$ cat config.mk
export PLATFORM = sky130hd
export DESIGN_NAME = shift_dispatch_flat
export DESIGN_NICKNAME = d
export VERILOG_FILES = /design/src/rtl/shift_pkg.sv /design/src/rtl/shift_dispatch_if.sv /design/src/rtl/shift_req_fifo.sv /design/src/rtl/shift_dispatch.sv /design/src/flat_wrapper.sv
export SDC_FILE = /design/constraint.sdc
export NUM_CORES = 1
export LEC_CHECK = 0
export CORE_MARGIN = 3
export CORE_UTILIZATION = 31
export CTS_BUF_LIST = sky130_fd_sc_hd__clkbuf_2 sky130_fd_sc_hd__clkbuf_4 sky130_fd_sc_hd__clkbuf_8
export DETAILED_ROUTE_END_ITERATION = 6
export GPL_TIMING_DRIVEN = 0
export PLACE_DENSITY = 0.62
export SKIP_CTS_REPAIR_TIMING = 1
export SLEW_MARGIN = 20
export SYNTH_ARGS = -nofsm -noshare
export SYNTH_HDL_FRONTEND = slang
export SYNTH_SLANG_ARGS = --single-unit
$ cat constraint.sdc
create_clock -name clk -period 4.1 [get_ports clk]
set_input_delay 1.025 -clock clk [delete_from_list [all_inputs] [get_ports clk]]
set_output_delay 1.025 -clock clk [all_outputs]
set_load 0.02 [all_outputs]
$ cat src/rtl/shift_pkg.sv
// Shared definitions for the shift dispatcher: format codes, sequencer states,
// and the packed request record width.
package shift_pkg;

  localparam logic [2:0] FMT_LSR = 3'd0;
  localparam logic [2:0] FMT_LSL = 3'd1;
  localparam logic [2:0] FMT_ASR = 3'd2;
  localparam logic [2:0] FMT_ASL = 3'd3;
  localparam logic [2:0] FMT_ROR = 3'd4;

  typedef enum logic [2:0] {
    ST_IDLE   = 3'd0,
    ST_LAUNCH = 3'd1,
    ST_ARM    = 3'd2,
    ST_WAIT   = 3'd3,
    ST_RESP   = 3'd4
  } state_t;

  // Record layout, MSB first: {fmt[2:0], cnt[5:0], a[31:0], tag[TAGW-1:0]}
  function automatic int req_rec_w(input int tagw);
    return 3 + 6 + 32 + tagw;
  endfunction

  function automatic logic fmt_reserved(input logic [2:0] fmt);
    return fmt > FMT_ROR;
  endfunction

endpackage

$ cat src/rtl/shift_dispatch_if.sv
// Bus bundle between core, dispatcher and shifter. The dispatcher takes the
// slave modport; the core/shifter environment takes the master modport.
interface shift_dispatch_if #(
  parameter int TAGW = 4
);
  // Valid/ready: a transfer happens on a rising edge where valid and ready are
  // both 1; the sender holds valid and payload stable until that edge.
  logic            req_valid;
  logic            req_ready;
  logic [2:0]      req_fmt;
  logic [5:0]      req_cnt;
  logic [31:0]     req_a;
  logic [TAGW-1:0] req_tag;

  logic            rsp_valid;
  logic            rsp_ready;
  logic [31:0]     rsp_y;
  logic [TAGW-1:0] rsp_tag;
  logic            rsp_err;

  logic            sh_go;
  logic [2:0]      sh_fmt;
  logic [5:0]      sh_cnt;
  logic [31:0]     sh_a;
  logic            sh_busy;
  logic [31:0]     sh_y;

  modport slave (
    input  req_valid, req_fmt, req_cnt, req_a, req_tag,
    output req_ready,
    output rsp_valid, rsp_y, rsp_tag, rsp_err,
    input  rsp_ready,
    output sh_go, sh_fmt, sh_cnt, sh_a,
    input  sh_busy, sh_y
  );

  modport master (
    output req_valid, req_fmt, req_cnt, req_a, req_tag,
    input  req_ready,
    input  rsp_valid, rsp_y, rsp_tag, rsp_err,
    output rsp_ready,
    input  sh_go, sh_fmt, sh_cnt, sh_a,
    output sh_busy, sh_y
  );

endinterface

$ cat src/rtl/shift_req_fifo.sv
// Synchronous request FIFO, DEPTH (power of 2) entries of W bits, with
// full/empty flags; push and pop in the same cycle are accepted when full.
module shift_req_fifo #(
  parameter int DEPTH = 2,
  parameter int W     = 45
) (
  input  logic         clk,
  input  logic         arstn,
  input  logic         i_push,
  input  logic [W-1:0] i_data,
  input  logic         i_pop,
  output logic [W-1:0] o_data,
  output logic         o_full,
  output logic         o_empty
);

  localparam int AW = (DEPTH > 1) ? $clog2(DEPTH) : 1;

  logic [W-1:0]  r_mem [DEPTH];
  logic [AW-1:0] r_wptr;
  logic [AW-1:0] r_rptr;
  logic [AW:0]   r_count;
  logic          w_do_push;
  logic          w_do_pop;

  assign o_full    = (r_count == (AW+1)'(DEPTH));
  assign o_empty   = (r_count == '0);
  assign w_do_pop  = i_pop & ~o_empty;
  assign w_do_push = i_push & (~o_full | w_do_pop);
  assign o_data    = r_mem[r_rptr];

  always_ff @(posedge clk) begin
    if (w_do_push) r_mem[r_wptr] <= i_data;
  end

  // Pointers wrap naturally because DEPTH is a power of 2
  always_ff @(posedge clk or negedge arstn) begin
    if (!arstn) begin
      r_wptr  <= '0;
      r_rptr  <= '0;
      r_count <= '0;
    end else begin
      if (w_do_push) r_wptr <= r_wptr + 1'b1;
      if (w_do_pop)  r_rptr <= r_rptr + 1'b1;
      case ({w_do_push, w_do_pop})
        2'b10:   r_count <= r_count + 1'b1;
        2'b01:   r_count <= r_count - 1'b1;
        default: r_count <= r_count;
      endcase
    end
  end

endmodule

$ cat src/rtl/shift_dispatch.sv
// Request queue and sequencer in front of the iterative shifter.
// Optional zero-shift bypass: define SHIFT_DISPATCH_BYPASS_EN.
module shift_dispatch
  import shift_pkg::*;
#(
  parameter int DEPTH  = 2,
  parameter int TAGW   = 4,
  parameter int ARM_TO = 3
) (
  input  logic             clk,
  input  logic             arstn,
  shift_dispatch_if.slave  bus,
  output state_t           o_dbg_state
);

  localparam int RW  = req_rec_w(TAGW);
  localparam int ACW = (ARM_TO > 1) ? $clog2(ARM_TO) : 1;

  state_t          r_state, w_state_nxt;
  logic [2:0]      r_sh_fmt, w_sh_fmt_nxt;
  logic [5:0]      r_sh_cnt, w_sh_cnt_nxt;
  logic [31:0]     r_sh_a, w_sh_a_nxt;
  logic [TAGW-1:0] r_tag, w_tag_nxt;
  logic [31:0]     r_rsp_y, w_rsp_y_nxt;
  logic            r_rsp_err, w_rsp_err_nxt;
  logic [ACW-1:0]  r_arm_cnt, w_arm_cnt_nxt;
  logic            r_rst_done;

  logic            w_push;
  logic            w_pop;
  logic            w_take;
  logic            w_full;
  logic            w_empty;
  logic [RW-1:0]   w_in_rec;
  logic [RW-1:0]   w_head;
  logic [2:0]      w_h_fmt;
  logic [5:0]      w_h_cnt;
  logic [31:0]     w_h_a;
  logic [TAGW-1:0] w_h_tag;
  logic            w_skip;

  assign w_in_rec = {bus.req_fmt, bus.req_cnt, bus.req_a, bus.req_tag};
  assign w_push   = bus.req_valid & bus.req_ready;

  shift_req_fifo #(
    .DEPTH (DEPTH),
    .W     (RW)
  ) u_fifo (
    .clk     (clk),
    .arstn   (arstn),
    .i_push  (w_push),
    .i_data  (w_in_rec),
    .i_pop   (w_pop),
    .o_data  (w_head),
    .o_full  (w_full),
    .o_empty (w_empty)
  );

  assign w_h_fmt = w_head[RW-1 -: 3];
  assign w_h_cnt = w_head[RW-4 -: 6];
  assign w_h_a   = w_head[TAGW +: 32];
  assign w_h_tag = w_head[TAGW-1:0];

`ifdef SHIFT_DISPATCH_BYPASS_EN
  assign w_skip = (w_h_cnt == 6'd0) || ((w_h_fmt == FMT_ROR) && (w_h_cnt[4:0] == 5'd0));
`else
  assign w_skip = 1'b0;
`endif

  // req_ready stays low through reset and the first edge after it
  assign bus.req_ready = r_rst_done & ~w_full;
  assign bus.rsp_valid = (r_state == ST_RESP);
  assign bus.rsp_y     = r_rsp_y;
  assign bus.rsp_tag   = r_tag;
  assign bus.rsp_err   = r_rsp_err;
  assign bus.sh_go     = (r_state == ST_LAUNCH);
  assign bus.sh_fmt    = r_sh_fmt;
  assign bus.sh_cnt    = r_sh_cnt;
  assign bus.sh_a      = r_sh_a;
  assign o_dbg_state   = r_state;

  always_comb begin
    w_state_nxt   = r_state;
    w_sh_fmt_nxt  = r_sh_fmt;
    w_sh_cnt_nxt  = r_sh_cnt;
    w_sh_a_nxt    = r_sh_a;
    w_tag_nxt     = r_tag;
    w_rsp_y_nxt   = r_rsp_y;
    w_rsp_err_nxt = r_rsp_err;
    w_arm_cnt_nxt = r_arm_cnt;
    w_take        = 1'b0;

    case (r_state)
      ST_IDLE: begin
        if (!w_empty) w_take = 1'b1;
      end
      ST_LAUNCH: begin
        w_state_nxt   = ST_ARM;
        w_arm_cnt_nxt = '0;
      end
      ST_ARM: begin
        // A shifter that never raises busy is treated as finished after ARM_TO cycles
        if (bus.sh_busy) begin
          w_state_nxt = ST_WAIT;
        end else if (r_arm_cnt == ACW'(ARM_TO - 1)) begin
          w_rsp_y_nxt   = bus.sh_y;
          w_rsp_err_nxt = 1'b0;
          w_state_nxt   = ST_RESP;
        end else begin
          w_arm_cnt_nxt = r_arm_cnt + 1'b1;
        end
      end
      ST_WAIT: begin
        if (!bus.sh_busy) begin
          w_rsp_y_nxt   = bus.sh_y;
          w_rsp_err_nxt = 1'b0;
          w_state_nxt   = ST_RESP;
        end
      end
      ST_RESP: begin
        if (bus.rsp_ready) begin
          if (!w_empty) w_take = 1'b1;
          else          w_state_nxt = ST_IDLE;
        end
      end
      default: w_state_nxt = ST_IDLE;
    endcase

    // Pop the head; shared by IDLE and the back-to-back path out of RESP
    if (w_take) begin
      w_tag_nxt = w_h_tag;
      if (fmt_reserved(w_h_fmt)) begin
        w_rsp_y_nxt   = w_h_a;
        w_rsp_err_nxt = 1'b1;
        w_state_nxt   = ST_RESP;
      end else if (w_skip) begin
        w_rsp_y_nxt   = w_h_a;
        w_rsp_err_nxt = 1'b0;
        w_state_nxt   = ST_RESP;
      end else begin
        w_sh_fmt_nxt = w_h_fmt;
        w_sh_cnt_nxt = w_h_cnt;
        w_sh_a_nxt   = w_h_a;
        w_state_nxt  = ST_LAUNCH;
      end
    end
  end

  assign w_pop = w_take;

  always_ff @(posedge clk or negedge arstn) begin
    if (!arstn) begin
      r_state    <= ST_IDLE;
      r_sh_fmt   <= '0;
      r_sh_cnt   <= '0;
      r_sh_a     <= '0;
      r_tag      <= '0;
      r_rsp_y    <= '0;
      r_rsp_err  <= 1'b0;
      r_arm_cnt  <= '0;
      r_rst_done <= 1'b0;
    end else begin
      r_state    <= w_state_nxt;
      r_sh_fmt   <= w_sh_fmt_nxt;
      r_sh_cnt   <= w_sh_cnt_nxt;
      r_sh_a     <= w_sh_a_nxt;
      r_tag      <= w_tag_nxt;
      r_rsp_y    <= w_rsp_y_nxt;
      r_rsp_err  <= w_rsp_err_nxt;
      r_arm_cnt  <= w_arm_cnt_nxt;
      r_rst_done <= 1'b1;
    end
  end

endmodule

$ cat src/flat_wrapper.sv
// flat-port wrapper written by rule: the top's interface ports become plain ports
module shift_dispatch_flat import shift_pkg::*;
#(
  parameter int DEPTH  = 2,
  parameter int TAGW   = 4,
  parameter int ARM_TO = 3
)
  (clk, arstn, o_dbg_state, bus_req_valid, bus_req_fmt, bus_req_cnt, bus_req_a, bus_req_tag, bus_req_ready, bus_rsp_valid, bus_rsp_y, bus_rsp_tag, bus_rsp_err, bus_rsp_ready, bus_sh_go, bus_sh_fmt, bus_sh_cnt, bus_sh_a, bus_sh_busy, bus_sh_y);
  shift_dispatch_if #(.TAGW(TAGW)) bus_i ();
  input  logic clk;
  input  logic arstn;
  output state_t o_dbg_state;
  input wire logic [$bits(bus_i.req_valid)-1:0] bus_req_valid;
  input wire logic [$bits(bus_i.req_fmt)-1:0] bus_req_fmt;
  input wire logic [$bits(bus_i.req_cnt)-1:0] bus_req_cnt;
  input wire logic [$bits(bus_i.req_a)-1:0] bus_req_a;
  input wire logic [$bits(bus_i.req_tag)-1:0] bus_req_tag;
  output wire logic [$bits(bus_i.req_ready)-1:0] bus_req_ready;
  output wire logic [$bits(bus_i.rsp_valid)-1:0] bus_rsp_valid;
  output wire logic [$bits(bus_i.rsp_y)-1:0] bus_rsp_y;
  output wire logic [$bits(bus_i.rsp_tag)-1:0] bus_rsp_tag;
  output wire logic [$bits(bus_i.rsp_err)-1:0] bus_rsp_err;
  input wire logic [$bits(bus_i.rsp_ready)-1:0] bus_rsp_ready;
  output wire logic [$bits(bus_i.sh_go)-1:0] bus_sh_go;
  output wire logic [$bits(bus_i.sh_fmt)-1:0] bus_sh_fmt;
  output wire logic [$bits(bus_i.sh_cnt)-1:0] bus_sh_cnt;
  output wire logic [$bits(bus_i.sh_a)-1:0] bus_sh_a;
  input wire logic [$bits(bus_i.sh_busy)-1:0] bus_sh_busy;
  input wire logic [$bits(bus_i.sh_y)-1:0] bus_sh_y;
  assign bus_i.req_valid = bus_req_valid;
  assign bus_i.req_fmt = bus_req_fmt;
  assign bus_i.req_cnt = bus_req_cnt;
  assign bus_i.req_a = bus_req_a;
  assign bus_i.req_tag = bus_req_tag;
  assign bus_req_ready = bus_i.req_ready;
  assign bus_rsp_valid = bus_i.rsp_valid;
  assign bus_rsp_y = bus_i.rsp_y;
  assign bus_rsp_tag = bus_i.rsp_tag;
  assign bus_rsp_err = bus_i.rsp_err;
  assign bus_i.rsp_ready = bus_rsp_ready;
  assign bus_sh_go = bus_i.sh_go;
  assign bus_sh_fmt = bus_i.sh_fmt;
  assign bus_sh_cnt = bus_i.sh_cnt;
  assign bus_sh_a = bus_i.sh_a;
  assign bus_i.sh_busy = bus_sh_busy;
  assign bus_i.sh_y = bus_sh_y;
  shift_dispatch #(.DEPTH(DEPTH), .TAGW(TAGW), .ARM_TO(ARM_TO)) u_core (.clk(clk), .arstn(arstn), .bus(bus_i), .o_dbg_state(o_dbg_state));
endmodule
== Word-level counts from Yosys, hierarchy flattened ==
Memories as Yosys holds them, arrays and structs flattened.
Index checks and enable logic that the tools add are counted.
Word-level totals
  register bits: 88
  memory bits (writable): 90
  input port bits: 82
  word-level logic and storage cells: 78
  memories kept: 1
Operators by class
  add/sub/neg operators: 5
  magnitude comparators: 1
  equality and inequality tests: 15
  mux-type cells: 29
  bitwise operators: 8
  reductions and logical operators: 7
Memories
  u_core.u_fifo.r_mem: words 2, width 45, read ports 1, clocked after memory_dff 0, wr ports 1, line shift_req_fifo.sv:19  | logic [W-1:0] r_mem [DEPTH];
Operators with widths (number)
  2-to-1 mux 32 bit: 5
  case mux 32 bit (2 select lines): 1
  2-to-1 mux 3 bit: 7
  case mux 3 bit (5 select lines): 1
  2-to-1 mux 1 bit: 9
  case mux 2 bit (2 select lines): 2
  == test 2 bit (second input constant): 3
  == test 3 x 2 -> 1 bit (second input constant): 2
  != test 2 bit (second input constant): 3
  != test 3 x 1 -> 1 bit (second input constant): 2
  AND reduction 5 bit: 1
  adder 2 x 1 -> 2 bit (second input constant): 2
  AND 1 bit: 4
  2-to-1 mux 2 bit: 2
  != test 4 x 3 -> 1 bit (second input constant): 1
  case mux 1 bit (2 select lines): 2
  nonzero test 2 bit: 2
  == test 3 x 1 -> 1 bit (second input constant): 1
  == test 3 bit (second input constant): 1
  greater-than comparator 3 bit (second input constant): 1
  logical NOT 3 bit: 1
  != test 3 bit (second input constant): 1
  NOT 1 bit: 3
  AND reduction 3 bit: 1
  6 further kinds: 7

== Depth between registers and ports, before layout ==
  depth in word-level cells: 9
  gate-level depth with buffers: 7

== Hierarchy ==
Synthesis repeated with hierarchy kept, for this count alone.
Second synthesis, totals
  cells, all modules: 467
  area, all modules: 7203.2 µm²
By module, submodules not included
  shift_dispatch: instances 1, cells an instance 303, area each 3736.1 µm², seq. area each 2102.0 µm²
  shift_req_fifo: instances 1, cells an instance 164, area each 3467.1 µm², seq. area each 2802.7 µm²

== Least setup slack after synthesis ==
OpenSTA, ideal clock, no wires.
  path kind: register to register
  start point: reg u_core.u_fifo.r_count[0]
  end point: mem u_core.u_fifo.r_mem[0][0], enable pin
  library setup time: 448 ps
  arrival time: 3191 ps
  slack: 462 ps
  cell stages (with the launch flop): 5
  cell sequence: dfrtp_1 inv_1 a21boi_0 nand2_1 nor2_1
RTL lines
  from (decl): line shift_req_fifo.sv:22  | logic [AW:0] r_count;
  from (signal assigned): line shift_req_fifo.sv:46  | 2'b10: r_count <= r_count + 1'b1;
  from (signal assigned): line shift_req_fifo.sv:47  | 2'b01: r_count <= r_count - 1'b1;
  from (signal assigned): line shift_req_fifo.sv:48  | default: r_count <= r_count;
  == test 2 bit: line shift_req_fifo.sv:26  | assign o_full = (r_count == (AW+1)'(DEPTH));
  NOT 1 bit: line shift_dispatch.sv:71  | assign bus.req_ready = r_rst_done & ~w_full;
  AND 1 bit: line shift_dispatch.sv:71
  net bus_req_ready: line flat_wrapper.sv:18  | output wire logic [$bits(bus_i.req_ready)-1:0] bus_req_ready;
  AND 1 bit: line shift_dispatch.sv:43  | assign w_push = bus.req_valid & bus.req_ready;
  AND 1 bit: line shift_req_fifo.sv:29  | assign w_do_push = i_push & (~o_full | w_do_pop);
  2-to-1 mux 1 bit: line shift_req_fifo.sv:33  | if (w_do_push) r_mem[r_wptr] <= i_data;
  2-to-1 mux 1 bit (implied by the code): line shift_req_fifo.sv:33
  to (decl): line shift_req_fifo.sv:19
The timed path passes the listed nets, and every way through them passes these cells.

== Worst setup path in the final report ==
  start point: reg u_core.u_fifo.r_count[0]
  end point: out bus_req_ready
Between the ends
  longest elaborated chain between the ends: 3
Ends and longest elaborated chain (line)
  == test 2 bit: shift_req_fifo.sv:26
  NOT 1 bit: shift_dispatch.sv:71
  AND 1 bit: shift_dispatch.sv:71
  to (decl): flat_wrapper.sv:18
No other way between the ends.

==> key figures <==
Pwr
  • Lkg Pwr: 0.00388 uW
  • VDD IR max: 0.000336 V
  • Power Density: 755 nW/um^2

Clock tree
  • Clock Tree Buf Depth: 2
  • CTS Root Cell: clkbuf_8
  • CTS tree: yes
  • CTS H-tree depth: 4
  • Clock insertion delay at the later pin of the skew report: 0.44 ns
  • CTS clk-pin slew, worst paths: 0.09 ns
  • Clock sinks: 178
  • CTS Buf Count: 17

Yosys
  • Synthesized cell area: 6990 um^2
  • Synthesis warning total: 0
  • Register area share after synthesis: 70.1%
  • Yosys cell types: 32
  • Cells after Synth: 436
  • Avg Cell Area, Syn: 16.0 um^2
  • Area leader, netlist: edfxtp_1
  • Flops & latches, synth: 178
  • Ranking of synthesized cells by area: edfxtp_1 (39%), dfrtp_1 (31%), mux2i_1 (19%), inv_1 (2.0%), mux2_2 (1.4%)
  • Syn Nets: 520
  • Synth top area share: 38.6%

Setup path
  • Delay-heaviest family, CP: buffers and inverters
  • Crit Path Category: flip-flop to output port
  • CP required: 3.07 ns
  • Worst-path cell chain: inv_1 -> a21boi_0 -> clkdlybuf4s50_1
  • Crit. End Element: output port
  • Crit path from: u_core.u_fifo.r_count[0]$_DFFE_PN0P_
  • Worst flop-to-flop path startpoint: u_core.u_fifo.r_count[0]$_DFFE_PN0P_
  • Max incr delay on CP: 0.69 ns
  • Worst-path fanout max: 4
  • Slowest-stage cell, CP: clkdlybuf4s50_1
  • Crit path launch type: flip-flop
  • Crit path DAT: 1.97 ns
  • Buffer and inverter count on the worst path: 2

Drt
  • Post-route DRC: 0
  • WL/cell: 17.1 um
  • Iteration-0 DRC Markers: 125
  • Vias: 4021
  • Routed WL: 15.6 mm
  • Via density: 4.40
  • Drt pass-1 iters: 4
  • ANT nets after route: 0

Place
  • DP Wirelength: 11.1 mm
  • Routability congestion estimate: 0.727
  • Port-buffer cells: 165
  • Dpl cell area: 9060 um^2

STA
  • Final hold violations: 0
  • Slew Limit Fails: 0
  • FMAX: 0.334 GHz
  • Relative slew slack: 48.1%
  • Setup Viol. Count Final: 0
  • Final worst-path cycle share: 73.1%
  • Final Critical Period: 3.00 ns
  • RSZ-0062 raised after global routing: false
  • Clock skew: 0.0120 ns
  • Tightest Pin Transition: 0.777 ns
  • Hold Slack: 0.497 ns

GRT
  • Antenna violations before repair: 0
  • Grt ovf: 0
  • Vias in the first global route: 4377
  • First-pass GRT wire length: 24.1 mm
  • Largest net degree at the start of global routing: 48
  • All-Layer GR Usage: 13.0%

Die
  • Row count: 54
  • Die Height: 156 um
  • Area of the core: 22000 um^2
  • IO Count: 166
  • Initial core utilization: 31.7%
  • Die area: 24400 um^2
  • Die width: 156 um

Final layout
  • Number of diodes: 0
  • Finished Cell Area: 9480 um^2
  • Layout net count: 706
  • Layout Utilization: 43.1%
  • Share of cells above drive strength 1: 10.3%
  • Area delta synth->final: 35.6%

Run
  • MaxCap Viol Count: 0

Run status
  • Status: finished, final reports clean

Worst hold path
  • Hold Crit Class: primary input to asynchronous set/reset pin
## final cells by class
class	instances	area (um^2)
Clock buffer	23	298
Multi-Input combinational cell	201	1850
Timing Repair Buffer	167	1700
Buffer	19	109
Clock inverter	8	129
Fill cell	2006	12500
Sequential cell	178	4900
Inverter	38	143
Tap cell	280	350
## metal layers
metal,track usage (%),part of all wire [%],up-vias
met4,3.38,0.79,0
met2,22.3,50,112
li1,-,-,1916
met1,16.3,45,1985
met5,0,0,-
met3,3.55,4.8,8
## kinds of logic after synthesis
family                     after synthesis  share of synthesized area (%)
adders and majority gates                2                          0.358
DFF                                    178                           70.1
and+or+nand+nor                         25                           1.99
AOI/OAI and AO/OA                       19                           1.63
xor gates and xnor gates                 5                          0.626
buffers and inverters                   57                           3.60
muxes                                  149                           21.6
other                                    1                         0.0536
## layout by cell type (no fill, tap or decap), types with 2 or more instances in the layout
cell / netlist / final
mux2_2: 9 / 9
o21bai_1: 2 / 2
xor2_1: 2 / 2
buf_4: 6 / 6
bufinv_16: 0 / 3
a21oi_1: 10 / 10
nand2b_1: 2 / 2
xnor2_1: 3 / 3
ha_1: 2 / 2
clkinv_4: 0 / 2
clkbuf_8: 0 / 20
clkbuf_4: 0 / 3
edfxtp_1: 90 / 90
mux2_1: 7 / 7
o22ai_1: 2 / 2
inv_1: 38 / 38
nor4_1: 2 / 2
clkinvlp_4: 0 / 2
buf_2: 12 / 12
nand2_1: 5 / 5
nor2_1: 9 / 8
clkdlybuf4s50_1: 0 / 164
mux2i_1: 133 / 133
dfrtp_1: 88 / 88
## path summary, 6_finish.rpt
kind                            cells after the start  slack (ns)                              endpoint
worst max-delay path                                3        1.10                         bus_req_ready
min in group clk                                    1        0.50      u_core.bus.sh_cnt[5]$_DFFE_PN0P_
worst min register to register                      1        0.50      u_core.bus.sh_cnt[5]$_DFFE_PN0P_
worst max register to register                      5        1.79  u_core.u_fifo.r_mem[0][35]$_DFFE_PP_
max in group asynchronous                           2        3.00     u_core.o_dbg_state[2]$_DFFE_PN0P_
worst min-delay path                                1        0.50        u_core.bus.sh_a[9]$_DFFE_PN0P_
## sequential cells by signal (all words and copies together), names as in the netlist
signal and count:
u_core.bus.rsp_err 1, u_core.bus.sh_fmt 3, u_core.bus.sh_cnt 6, u_core.r_arm_cnt 2, u_core.bus.rsp_y 32, u_core.u_fifo.r_count 2
u_core.bus.sh_a 32, u_core.u_fifo.r_wptr 1, u_core.u_fifo.r_mem 90, u_core.bus.rsp_tag 4, u_core.o_dbg_state 3, u_core.u_fifo.r_rptr 1
u_core.r_rst_done 1
## metrics by stage
step	cells	power, uW	setup WS (ns)	setup TNS [ns]
5_1_grt	914	7620	0.931	0
2_1_floorplan	436	4580	0.462	0
3_5_place_dp	883	5990	0.867	0
3_3_place_gp	881	5890	-1.43	-175.01
4_1_cts	914	7290	1.03	0
6_report	914	7160	1.10	0
## report_power, final
part / internal (uW) / total (uW) / switching (uW)
registers: 2460 / 2740 / 282
clock network: 672 / 1270 / 597
logic: 1500 / 3150 / 1660
## Yosys cell counts, drive strengths merged
library cell,number
a21o,1
o22ai,2
nor2b,1
nand2,5
nor4b,1
clkbuf,1
inv,38
a211oi,1
or3,1
edfxtp,90
xnor2,3
and3,1
a21boi,1
o311ai,1
o21bai,2
nor3,1
nand2b,2
nor2,10
conb,1
ha,2
o21ai,1
buf,18
nor4,2
a21oi,10
nor3b,1
dfrtp,88
mux2,16
mux2i,133
xor2,2
Power figures use the tool's default switching activity.
